<file path="config.mk">
export PLATFORM = sky130hd
export DESIGN_NAME = xalu_seq
export DESIGN_NICKNAME = d
export VERILOG_FILES = /design/src/rtl/xalu_pkg.sv /design/src/rtl/xalu_nib_sel.sv /design/src/rtl/xalu_seq.sv
export SDC_FILE = /design/constraint.sdc
export NUM_CORES = 1
export LEC_CHECK = 0
export CAP_MARGIN = 20
export CORE_MARGIN = 1
export CORE_UTILIZATION = 35
export CTS_BUF_LIST = sky130_fd_sc_hd__clkbuf_4
export CTS_CLUSTER_DIAMETER = 100
export DETAILED_ROUTE_END_ITERATION = 10
export HOLD_SLACK_MARGIN = 0.03
export SLEW_MARGIN = 20
export SYNTH_ARGS = -nofsm -noshare
export SYNTH_HDL_FRONTEND = slang
export SYNTH_SLANG_ARGS = --single-unit
</file>
<file path="constraint.sdc">
create_clock -name clk -period 2.4 [get_ports clk]
set_clock_uncertainty 0.15 [all_clocks]
set_input_delay 0.48 -clock clk [delete_from_list [all_inputs] [get_ports clk]]
set_output_delay 0.48 -clock clk [all_outputs]
set_load 0.05 [all_outputs]
</file>
<file path="src/rtl/xalu_pkg.sv">
// Shared types and helpers for the nibble-serial ALU sequencer.
package xalu_pkg;

   typedef enum logic [2:0] {
      OP_ADD   = 3'd0,
      OP_AND   = 3'd1,
      OP_OR    = 3'd2,
      OP_XOR   = 3'd3,
      OP_PASSA = 3'd4,
      OP_PASSB = 3'd5,
      OP_SHR   = 3'd6,
      OP_SHL   = 3'd7
   } op_t;

   typedef enum logic [1:0] {
      ST_IDLE = 2'd0,
      ST_RUN  = 2'd1,
      ST_DONE = 2'd2
   } state_t;

   localparam int NIBBLES = 4;

   // Right shifts walk from the top nibble down so the carry flows toward bit 0.
   function automatic logic [1:0] nib_index(input op_t op, input logic [1:0] idx);
      return (op == OP_SHR) ? (2'd3 - idx) : idx;
   endfunction

   function automatic logic op_has_carry(input op_t op);
      return (op == OP_ADD) || (op == OP_SHL) || (op == OP_SHR);
   endfunction

endpackage

</file>
<file path="src/rtl/xalu_nib_sel.sv">
// Nibble operand select, result nibble insert and carry-in routing for the slice.
module xalu_nib_sel
   import xalu_pkg::*;
(
   input  logic        run,
   input  op_t         op,
   input  logic        com,
   input  logic        cin,
   input  logic [15:0] a,
   input  logic [15:0] b,
   input  logic [15:0] result,
   input  logic [1:0]  idx,
   input  logic        carry,
   input  logic [3:0]  s_d,
   input  logic        s_co_left,
   input  logic        s_co_right,
   output logic [3:0]  s_a,
   output logic [3:0]  s_b,
   output logic [2:0]  s_f,
   output logic        s_com,
   output logic        s_ci_left,
   output logic        s_ci_right,
   output logic [15:0] result_next,
   output logic        carry_next
);

   logic [1:0] n;
   logic       carry_in;

   assign n        = nib_index(op, idx);
   assign carry_in = (idx == 2'd0) ? cin : carry;

   always_comb begin
      s_a        = 4'd0;
      s_b        = 4'd0;
      s_f        = 3'd0;
      s_com      = 1'b0;
      s_ci_left  = 1'b0;
      s_ci_right = 1'b0;
      if (run) begin
         s_a   = a[{n, 2'b00} +: 4];
         s_b   = b[{n, 2'b00} +: 4];
         s_f   = op;
         s_com = com;
         case (op)
            OP_ADD, OP_SHL: s_ci_right = carry_in;
            OP_SHR:         s_ci_left  = carry_in;
            default:        ;
         endcase
      end
   end

   assign carry_next = (op == OP_SHR) ? s_co_right : s_co_left;

   genvar gi;
   generate
      for (gi = 0; gi < NIBBLES; gi++) begin : g_ins
         assign result_next[gi*4 +: 4] = (n == 2'(gi)) ? s_d : result[gi*4 +: 4];
      end
   endgenerate

endmodule

</file>
<file path="src/rtl/xalu_seq.sv">
// 16-bit ALU sequencer driving an external 4-bit slice over four nibble cycles.
// Optional signed-overflow flag for ADD enabled by defining XALU_SEQ_OVF_EN.
module xalu_seq
   import xalu_pkg::*;
(
   input  logic        clk,
   input  logic        rst,
   input  logic        start,
   input  logic [2:0]  op,
   input  logic        com,
   input  logic        cin,
   input  logic [15:0] a,
   input  logic [15:0] b,
   output logic        busy,
   output logic        done,
   output logic [15:0] result,
   output logic        cout,
   output logic        zero,
   output logic        neg_zero,
   output logic        equ,
   output logic        ovf,
   output logic [3:0]  s_a,
   output logic [3:0]  s_b,
   output logic [2:0]  s_f,
   output logic        s_com,
   output logic        s_ci_left,
   output logic        s_ci_right,
   input  logic [3:0]  s_d,
   input  logic        s_co_left,
   input  logic        s_co_right,
   input  logic        s_equ
);

   state_t      state_reg;
   op_t         op_reg;
   logic        com_reg, cin_reg, carry_reg, cout_reg, equ_reg;
   logic [1:0]  idx_reg;
   logic [15:0] a_reg, b_reg, result_reg, result_next;
   logic        carry_next, run, last;

   assign run  = (state_reg == ST_RUN);
   assign last = run && (idx_reg == 2'(NIBBLES - 1));

   xalu_nib_sel u_nib_sel (
      .run         (run),
      .op          (op_reg),
      .com         (com_reg),
      .cin         (cin_reg),
      .a           (a_reg),
      .b           (b_reg),
      .result      (result_reg),
      .idx         (idx_reg),
      .carry       (carry_reg),
      .s_d         (s_d),
      .s_co_left   (s_co_left),
      .s_co_right  (s_co_right),
      .s_a         (s_a),
      .s_b         (s_b),
      .s_f         (s_f),
      .s_com       (s_com),
      .s_ci_left   (s_ci_left),
      .s_ci_right  (s_ci_right),
      .result_next (result_next),
      .carry_next  (carry_next)
   );

   always_ff @(posedge clk) begin
      if (rst) begin
         state_reg  <= ST_IDLE;
         idx_reg    <= 2'd0;
         carry_reg  <= 1'b0;
         result_reg <= 16'd0;
         cout_reg   <= 1'b0;
         equ_reg    <= 1'b0;
         op_reg     <= OP_ADD;
         com_reg    <= 1'b0;
         cin_reg    <= 1'b0;
         a_reg      <= 16'd0;
         b_reg      <= 16'd0;
      end else begin
         case (state_reg)
            ST_IDLE: begin
               if (start) begin
                  op_reg    <= op_t'(op);
                  com_reg   <= com;
                  cin_reg   <= cin;
                  a_reg     <= a;
                  b_reg     <= b;
                  idx_reg   <= 2'd0;
                  carry_reg <= 1'b0;
                  equ_reg   <= 1'b1;
                  state_reg <= ST_RUN;
               end
            end
            ST_RUN: begin
               result_reg <= result_next;
               carry_reg  <= carry_next;
               equ_reg    <= equ_reg & s_equ;
               idx_reg    <= idx_reg + 2'd1;
               if (last) begin
                  state_reg <= ST_DONE;
                  cout_reg  <= op_has_carry(op_reg) ? carry_next : 1'b0;
               end
            end
            ST_DONE: state_reg <= ST_IDLE;
            default: state_reg <= ST_IDLE;
         endcase
      end
   end

`ifdef XALU_SEQ_OVF_EN
   logic ovf_reg;

   // Uses result_next so the flag lands together with the final nibble.
   always_ff @(posedge clk) begin
      if (rst) begin
         ovf_reg <= 1'b0;
      end else if (last) begin
         ovf_reg <= (op_reg == OP_ADD) && !com_reg && (a_reg[15] == b_reg[15])
                    && (result_next[15] != a_reg[15]);
      end
   end
   assign ovf = ovf_reg;
`else
   assign ovf = 1'b0;
`endif

   assign busy     = (state_reg != ST_IDLE);
   assign done     = (state_reg == ST_DONE);
   assign result   = result_reg;
   assign cout     = cout_reg;
   assign equ      = equ_reg;
   assign zero     = (result_reg == 16'h0000);
   assign neg_zero = (result_reg == 16'hFFFF);

endmodule
</file>
# Word-level counts from Yosys, hierarchy flattened
# Index checks and enable logic that the tools add are counted.
# totals
reg_bits,60
out_inout_bits,37
ram_bits,0
latch_bits,0
romBits,0
input_bits,47
memories,0
# classes
div,0
bitwise_logic,1
shifts,2
mux,21
reduce_logical,19
n_lt_le_gt_ge,0
multipliers,0
n_addsub,2
n_eq_ne,11
# op_table
cell,n
$shiftx 16x5->4,2
$eq 16x16->1 const B,1
$logic_not 16->1,1
$reduce_and 2->1,8
$mux 1,10
$eq 2x2->1 const B,4
$mux 2,4
$mux 4,2
$pmux 2 s2,2
$eq 3x3->1 const B,2
$logic_not 2->1,3
$eq 2x1->1 const B,2
$pmux 1 s2,2
$reduce_bool 2->1,2
$logic_not 3->1,1
$mux 3,1
$add 2x1->2 const B,1
$logic_or 1x1->1,2
$ne 2x1->1 const B,1
$ne 2x2->1 const B,1
$reduce_or 2->1,1
$sub 2x2->2 const A,1
$and 1x1->1,1
$logic_and 1x1->1,1

# Longest topological paths before layout
# Gate-level depths: netlist of run 1.
# depth
ltp_word,4
depth_mapped,6
ltp_nobuf,5

# Modules after synthesis
# From an unflattened synthesis of run 1, not the netlist that was laid out.
# unflattened
cells_unflattened,513
hier_area_um2,3514.6
# modules_own_cells
module,seq_area_each_um2,cells_each,area_each_um2,instances
xalu_seq,1201.2,277,2200.9,1
xalu_nib_sel,0.0,236,1313.8,1

# Least setup slack after synthesis of run 1
# No wires, ideal clock.
# synth_timing
kind,reg-to-output
start,reg op_reg[0]
end,out s_a[3]
path_buffers,2
slack_ns,-0.864
t_arrival_ns,2.634
path_stages_with_launch,7
required_ns,1.770
path_cell_list,dfxtp_1 -> buf_2 -> nand3b_1 -> buf_2 -> nand2_1 -> a32o_1 -> nor4_1
# synth_between
elab_chain_cells,4
# synth_rtl
item,line_no,source
start: declaration,xalu_seq.sv:35,op_t op_reg;
start signal: assignment,xalu_seq.sv:84,op_reg <= op_t'(op);
$eq 3x3->1,xalu_pkg.sv:25,return (op == OP_SHR) ? (2'd3 - idx) : idx;
$mux 2,xalu_pkg.sv:25,
$shiftx 16x5->4,xalu_nib_sel.sv:41,"s_a = a[{n, 2'b00} +: 4];"
$mux 4,xalu_nib_sel.sv:40,if (run) begin
end: declaration,xalu_seq.sv:22,"output logic [3:0] s_a,"
# No other way between the ends.

# Final worst setup path of run 1
# layout_timing
start,reg op_reg[0]
end,out s_a[1]
# Same word-level chain as after synthesis.

==> flow_summary_export.csv, run 1 <==
group,metric,value,unit
floorplan,io_pins,84,
synth,netlist_instances,360,
min_path,worstHoldPathCells,2,
clocking,clk_pin_slew_worst_paths,100,ps
pwr,clkPwrFrac,29.3,%
place,dp_hpwl,5.74,mm
grt,met1_usage,23.4,%
timing,maxSlewHeadroom,65.1,%
min_path,hold_path_end,"com_reg$_SDFFE_PP0P_",
worst_setup_path,critPathKind,"reg2out",
timing,layout_min_cycle_time,2610,ps
detailed_routing,drt-total-wl,7.90,mm
synth,synth_top_cell_by_area,"dfxtp_1",
pwr,power_density,514,mW/mm^2
synth,syn_avg_cell_area,8.29,um^2
synth,ys.flop_type,"dfxtp_1",
outcome,status,"finished with violations",
finish,area_growth,49.2,%
grt,grt_util_met2,31.6,%
detailed_routing,routedWlPerCell,14.1,um
detailed_routing,remaining_drc_errors,0,
detailed_routing,vias_per_cell,5.12,
floorplan,row_count,33,
detailed_routing,dr.pass1.iters,4,
detailed_routing,ant_nets,0,
timing,max_slew.worst_pin.slew,522,ps
clocking,clock-sinks,60,
floorplan,dieWidth,94.3,um
clocking,cts_tree,"built",
clocking,clock_latency,400,ps
worst_setup_path,r2r_setup_slack,510,ps
min_path,hold_start,"com_reg$_SDFFE_PP0P_",
place,place.port_buffers,82,
synth,synth_common_cells,"86 x nand2_1, 60 x dfxtp_1, 47 x a21oi_1, 19 x nor2_1, 15 x clkbuf_1",
floorplan,die-area,0.00890,mm^2
timing,tns,-1460,ps
clocking,cts_made_buffers,9,
worst_setup_path,reg2reg_to,"result[7]$_SDFFE_PP0P_",
grt,antenna_found_initial,0,
clocking,cts_root_buf,"clkbuf_4",
pwr,irDropWorstVdd,263,uV
worst_setup_path,ff2ff_path_depth,6,
finish,num-nets-final,501,
timing,grt_setup_unrepaired,"yes",
worst_setup_path,cp-start-kind,"flop",
worst_setup_path,crit_fanout,7,
pwr,pwr-share-seq,47.7,%
timing,setup_violations,8,
grt,busiest_layer,"met2",
finish,drive_gt1_share,23.0,%
pwr,switching_share,30.1,%
timing,max_freq,383,MHz
timing,final-hold-violation-count,0,
floorplan,core_area,0.00822,mm^2
pwr,combPwrFrac,23.0,%
synth,yosysSeqAreaShare,40.3,%
pwr,cellLeakagePower,1.68,nW
worst_setup_path,crit_required,1770,ps
timing,post-route-period-util,109,%
timing,finalMaxSlewViolations,0,
finish,diodes,0,
job,drv_cap,0,
worst_setup_path,critical_path_arrival,1980,ps
finish,fin_cells,561,
floorplan,initial_utilization,36.3,%
place,placed_cells,539,
clocking,htree_levels,3,
place,place_ws,87.0,ps
outcome,violations,"setup timing",
synth,ys_seq_elements,60,
grt,grt_pass1_vias,2736,
place,routabilityCongestion,0.819,
detailed_routing,drtIter0Drc,105,
floorplan,die_y,94.3,um
synth,synth_edf_count,0,
finish,nFillCells,771,
grt,grt_max_degree,41,
synth,synth_most_common_cell,"nand2_1",
synth,synthDistinctLibCells,51,
synth,ys_async_sr_fraction,0,%
clocking,clockBufferDepth,2,
pwr,p_int,1.60,mW
grt,grt_pass1_wl,13.0,mm
grt,grtUsageMet3,3.40,%
synth,yosys_warnings,0,
synth,synth_nets,409,
synth,syn-cell-area,0.00298,mm^2
timing,finalWorstSetupSlack,-212,ps
min_path,hp-class,"reg2reg",
pwr,p_sw,0.688,mW
worst_setup_path,worstSetupEndpointType,"primary output",
grt,track_usage,18.9,%
synth,synth.area.top_cells,"dfxtp_1 40%, nand2_1 11%, a21oi_1 7.9%",
worst_setup_path,r2r-start,"op_reg[0]$_SDFFE_PP0P_",
detailed_routing,vias,2871,
grt,grt-ovfl-total,0,
synth,synth.top_cell.area_share,40.3,%
finish,final_util,54.2,%
[layout by cell type (no fill, tap or decap), types with 2 or more instances in the layout]
cell type        synthesis  routed
nand2_1                 86      84
clkdlybuf4s50_1          0      63
dfxtp_1                 60      55
a21oi_1                 47      45
buf_4                    4      25
nor2_1                  19      18
nor2b_1                 14      13
buf_12                   0      13
mux2i_1                 10       9
clkbuf_4                 0       9
nand3_1                  7       7
a22oi_2                  0       7
buf_6                    1       7
mux4_2                   6       6
nor3_1                   5       5
and2_1                   5       5
nor4_1                   6       4
nand4_1                  4       4
nor3_2                   4       4
o22a_1                   4       4
nand2b_1                 3       3
a22o_1                   3       3
o22ai_2                  0       3
a221o_1                  3       3
and2b_1                  3       3
clkinv_2                 0       3
dfxtp_2                  0       3
inv_1                    2       2
mux2i_4                  1       2
nor4_4                   0       2
mux2_2                   3       2
nor4bb_1                 3       2
dfxtp_4                  0       2
[critical path: stages, from the launching register on]
cell,delay [ps]
dfxtp_4,370
nand3b_1,260
buf_6,210
a22oi_2,150
o22ai_2,110
a221o_1,310
buf_12,160
[repair_timing]
action                                  4_1_cts  5_1_grt
endpoints found under the hold margin         0        0
hold buffers                                  0        0
gates resized for setup                      39        5
pin swaps                                     7       11
endpoints found under the setup margin       11       11
setup buffers                                 5        2
[cells by family (layout without fill, tap and decap cells)]
kind of cell | Yosys count | after routing | share of synthesized area [%]
multiplexers | 21 | 21 | 10.2
adder cells (fa/ha/maj) | 2 | 2 | 0.839
AO/OA/AOI/OAI | 76 | 76 | 15.8
flip-flops | 60 | 60 | 40.3
AND/OR/NAND/NOR | 168 | 168 | 27.7
buffers and inverters | 32 | 128 | 4.99
other | 1 | 1 | 0.126
[cell type report]
cell class | count | area, um^2 | area share [%]
flip-flops and latches | 60 | 1210 | 27.2
clock buffers | 9 | 67.6 | 1.52
inverters | 3 | 23.8 | 0.534
clock inverters | 6 | 56.3 | 1.26
well taps | 105 | 131 | 2.95
multi-input cells | 268 | 1790 | 40.2
repair buffers | 110 | 1170 | 26.3
[per-layer routing]
layer	wire, um	vias up
met5	0	-
met4	176	0
met3	340	16
met2	3710	77
met1	3670	1334
li1	-	1444
[power by group through the flow]
stage          registers (mW)  logic, mW  clock network [mW]
3_5_place_dp             1.11      0.501                   0
3_3_place_gp             1.11      0.498                   0
5_1_grt                  1.10      0.568               0.737
2_1_floorplan            1.13      0.271                   0
6_report                 1.09      0.526               0.670
4_1_cts                  1.09      0.523               0.699
[worst max path at each step]
stage / startpoint / endpoint / slack (ps) / depth (start not counted)
finish: op_reg[0]$_SDFFE_PP0P_ / s_a[1] / -210 / 6
global route: op_reg[0]$_SDFFE_PP0P_ / s_a[1] / -300 / 6
CTS: op_reg[0]$_SDFFE_PP0P_ / s_a[2] / -250 / 6
detailed placement: op_reg[1]$_SDFFE_PP0P_ / s_b[1] / 90 / 5
global placement: idx_reg[1]$_SDFFE_PP0P_ / s_b[3] / 110 / 5
floorplan: op_reg[0]$_SDFFE_PP0P_ / s_a[3] / -4 / 6
[per-stage QoR]
stage	cell area, um^2	hold slack, ps	power [mW]
final	4450	309	2.29
after global routing	4450	332	2.40
after CTS	4410	312	2.31
after detailed placement	4110	298	1.61
after global placement	4110	291	1.61
after floorplan	3020	282	1.40
Note: power is estimated with default switching activity, not from simulation.
==> inputs of run 2 (changes only) <==
Settings changed: CAP_MARGIN 20 to not set.
Clock period 2.4 ns to 2.24 ns, I/O delays scaled along.
==> flow_summary_export.csv, run 2 (synthesis results as in run 1) <==
group,metric,value,unit
grt,grt-ovfl-total,0,
pwr,power_density,509,mW/mm^2
worst_setup_path,reg2reg_to,"result[11]$_SDFFE_PP0P_",
floorplan,die-area,0.00890,mm^2
pwr,irDropWorstVdd,298,uV
finish,num-nets-final,521,
floorplan,row_count,33,
grt,grt_max_degree,34,
grt,grt_pass1_vias,2861,
floorplan,dieWidth,94.3,um
timing,post-route-period-util,115,%
detailed_routing,met1_length,3.69,mm
place,placed_cells,551,
finish,final_util,56.7,%
timing,max_freq,388,MHz
worst_setup_path,ff2ff_path_depth,7,
finish,final_common_cell,"nand2_1",
outcome,status,"finished with violations",
clocking,cts_root_buf,"clkbuf_4",
worst_setup_path,r2r_setup_slack,220,ps
finish,fin_cells,581,
floorplan,initial_utilization,36.3,%
worst_setup_path,critPathKind,"reg2out",
clocking,cts_made_buffers,9,
place,routabilityCongestion,0.862,
pwr,pwr-share-seq,49.2,%
clocking,clk_pin_slew_worst_paths,100,ps
finish,final_cell_mix,"85 x nand2_1, 55 x dfxtp_1, 47 x clkdlybuf4s50_1, 46 x a21oi_1, 39 x buf_4",
timing,max_slew.worst_pin.slew,513,ps
finish,diodes,0,
timing,grt_setup_unrepaired,"yes",
detailed_routing,dr.pass1.iters,4,
pwr,p_int,1.63,mW
place,place.port_buffers,82,
clocking,htree_levels,3,
pwr,cellLeakagePower,2.07,nW
min_path,hp-class,"reg2reg",
detailed_routing,drt-total-wl,8.31,mm
outcome,violations,"setup timing",
pwr,p_sw,0.745,mW
detailed_routing,remaining_drc_errors,0,
min_path,worstHoldPathCells,2,
pwr,combPwrFrac,25.5,%
clocking,clock-sinks,60,
detailed_routing,vias_per_cell,5.13,
timing,finalWorstSetupSlack,-336,ps
clocking,clockBufferDepth,2,
worst_setup_path,worstSetupEndpointType,"primary output",
timing,setup_violations,10,
floorplan,core_area,0.00822,mm^2
detailed_routing,vias,2983,
worst_setup_path,crit_required,1640,ps
detailed_routing,route.top_layer_used,"met4",
min_path,hold_path_end,"a_reg[11]$_SDFFE_PP0P_",
place,postPlaceCellArea,0.00416,mm^2
grt,antenna_found_initial,0,
detailed_routing,ant_nets,0,
detailed_routing,wl_met2,4.10,mm
grt,track_usage,19.4,%
grt,grt_pass1_wl,13.2,mm
timing,final-hold-violation-count,0,
worst_setup_path,crit_fanout,8,
worst_setup_path,r2r-start,"op_reg[0]$_SDFFE_PP0P_",
min_path,hold_start,"a_reg[11]$_SDFFE_PP0P_",
detailed_routing,routedWlPerCell,14.3,um
job,drv_cap,0,
worst_setup_path,critical_path_arrival,1980,ps
clocking,clock_latency,400,ps
worst_setup_path,cp-start-kind,"flop",
timing,maxSlewHeadroom,65.8,%
pwr,switching_share,31.4,%
floorplan,die_y,94.3,um
floorplan,io_pins,84,
detailed_routing,dr_wl_met3,378,um
finish,area_growth,56.1,%
place,place_ws,-9.17,ps
finish,drive_gt1_share,27.1,%
clocking,cts_tree,"built",
detailed_routing,drtIter0Drc,93,
timing,finalMaxSlewViolations,0,
clocking,ctsHoldBuffers,0,
pwr,clkPwrFrac,25.4,%
place,dp_hpwl,5.97,mm
finish,fin_area,0.00466,mm^2
timing,layout_min_cycle_time,2580,ps
run 2: cell types whose count changed in the layout (fill, tap and decap cells not counted), moves of 3 or more:
cell / previous run / this run
clkdlybuf4s50_1: 63 / 47
buf_8: 0 / 5
buf_12: 13 / 10
a221o_1: 3 / 0
buf_6: 7 / 10
a221o_2: 0 / 3
buf_4: 25 / 39
dlymetal6s2s_1: 0 / 16
run 2: worst max-delay path by stage:
stage	startpoint	to	depth (start not counted)
floorplan	op_reg[0]$_SDFFE_PP0P_	s_a[3]	6
global placement	op_reg[2]$_SDFFE_PP0P_	s_b[1]	5
detailed placement	op_reg[2]$_SDFFE_PP0P_	s_b[1]	5
CTS	idx_reg[1]$_SDFFE_PP0P_	s_a[2]	6
global route	op_reg[0]$_SDFFE_PP0P_	s_a[1]	7
finish	op_reg[0]$_SDFFE_PP0P_	s_a[1]	7
run 2: area by class of cell:
type | instances | area [um^2]
clock buffer | 9 | 67.6
clock inverter | 6 | 32.5
fill | 737 | 3560
inverter | 3 | 23.8
multi-input combinational | 268 | 1780
sequential | 60 | 1210
tap | 105 | 131
timing repair buffer | 130 | 1410
run 2: worst max-delay path: stages (launching register included):
cell and delay, ps:
dfxtp_2 350, nand3b_1 200, buf_6 160, buf_12 130, a22oi_2 140, o22ai_2 120, a221o_2 330, buf_8 150
run 2: metrics by stage:
step / TNS [ps] / hold slack, ps / total power [mW]
final: -2470 / 314 / 2.37
after global routing: -3150 / 325 / 2.50
after CTS: -2520 / 316 / 2.37
after detailed placement: -9.17 / 301 / 1.74
after global placement: 0 / 294 / 1.73
after floorplan: -132 / 282 / 1.50
run 2: routing by layer:
metal	up-vias	GRT usage, %
met1	1402	22.7
li1	1492	-
met4	0	7.69
met5	-	0
met2	78	34.1
met3	11	4.37
run 2: timing repair:
action	CTS	global route
resized for setup	47	29
setup endpoints to repair	11	26
pin swaps	17	2
endpoints found under the hold margin	0	0
gates cloned	1	1
setup buffers	10	4
run 2: power by group through the flow:
| stage | Sequential, mW | Clock [mW] | Combinational [mW] |
|---|---|---|---|
| 2_1_floorplan | 1.21 | 0 | 0.291 |
| 3_3_place_gp | 1.19 | 0 | 0.546 |
| 3_5_place_dp | 1.19 | 0 | 0.550 |
| 4_1_cts | 1.17 | 0.621 | 0.584 |
| 5_1_grt | 1.18 | 0.678 | 0.650 |
| 6_report | 1.17 | 0.601 | 0.604 |
==> inputs of run 3 (changes only) <==
Settings changed: GPL_ROUTABILITY_DRIVEN set to 0.
==> results of run 3 <==
Final layout, timing and power as in run 2 (identical DEF).
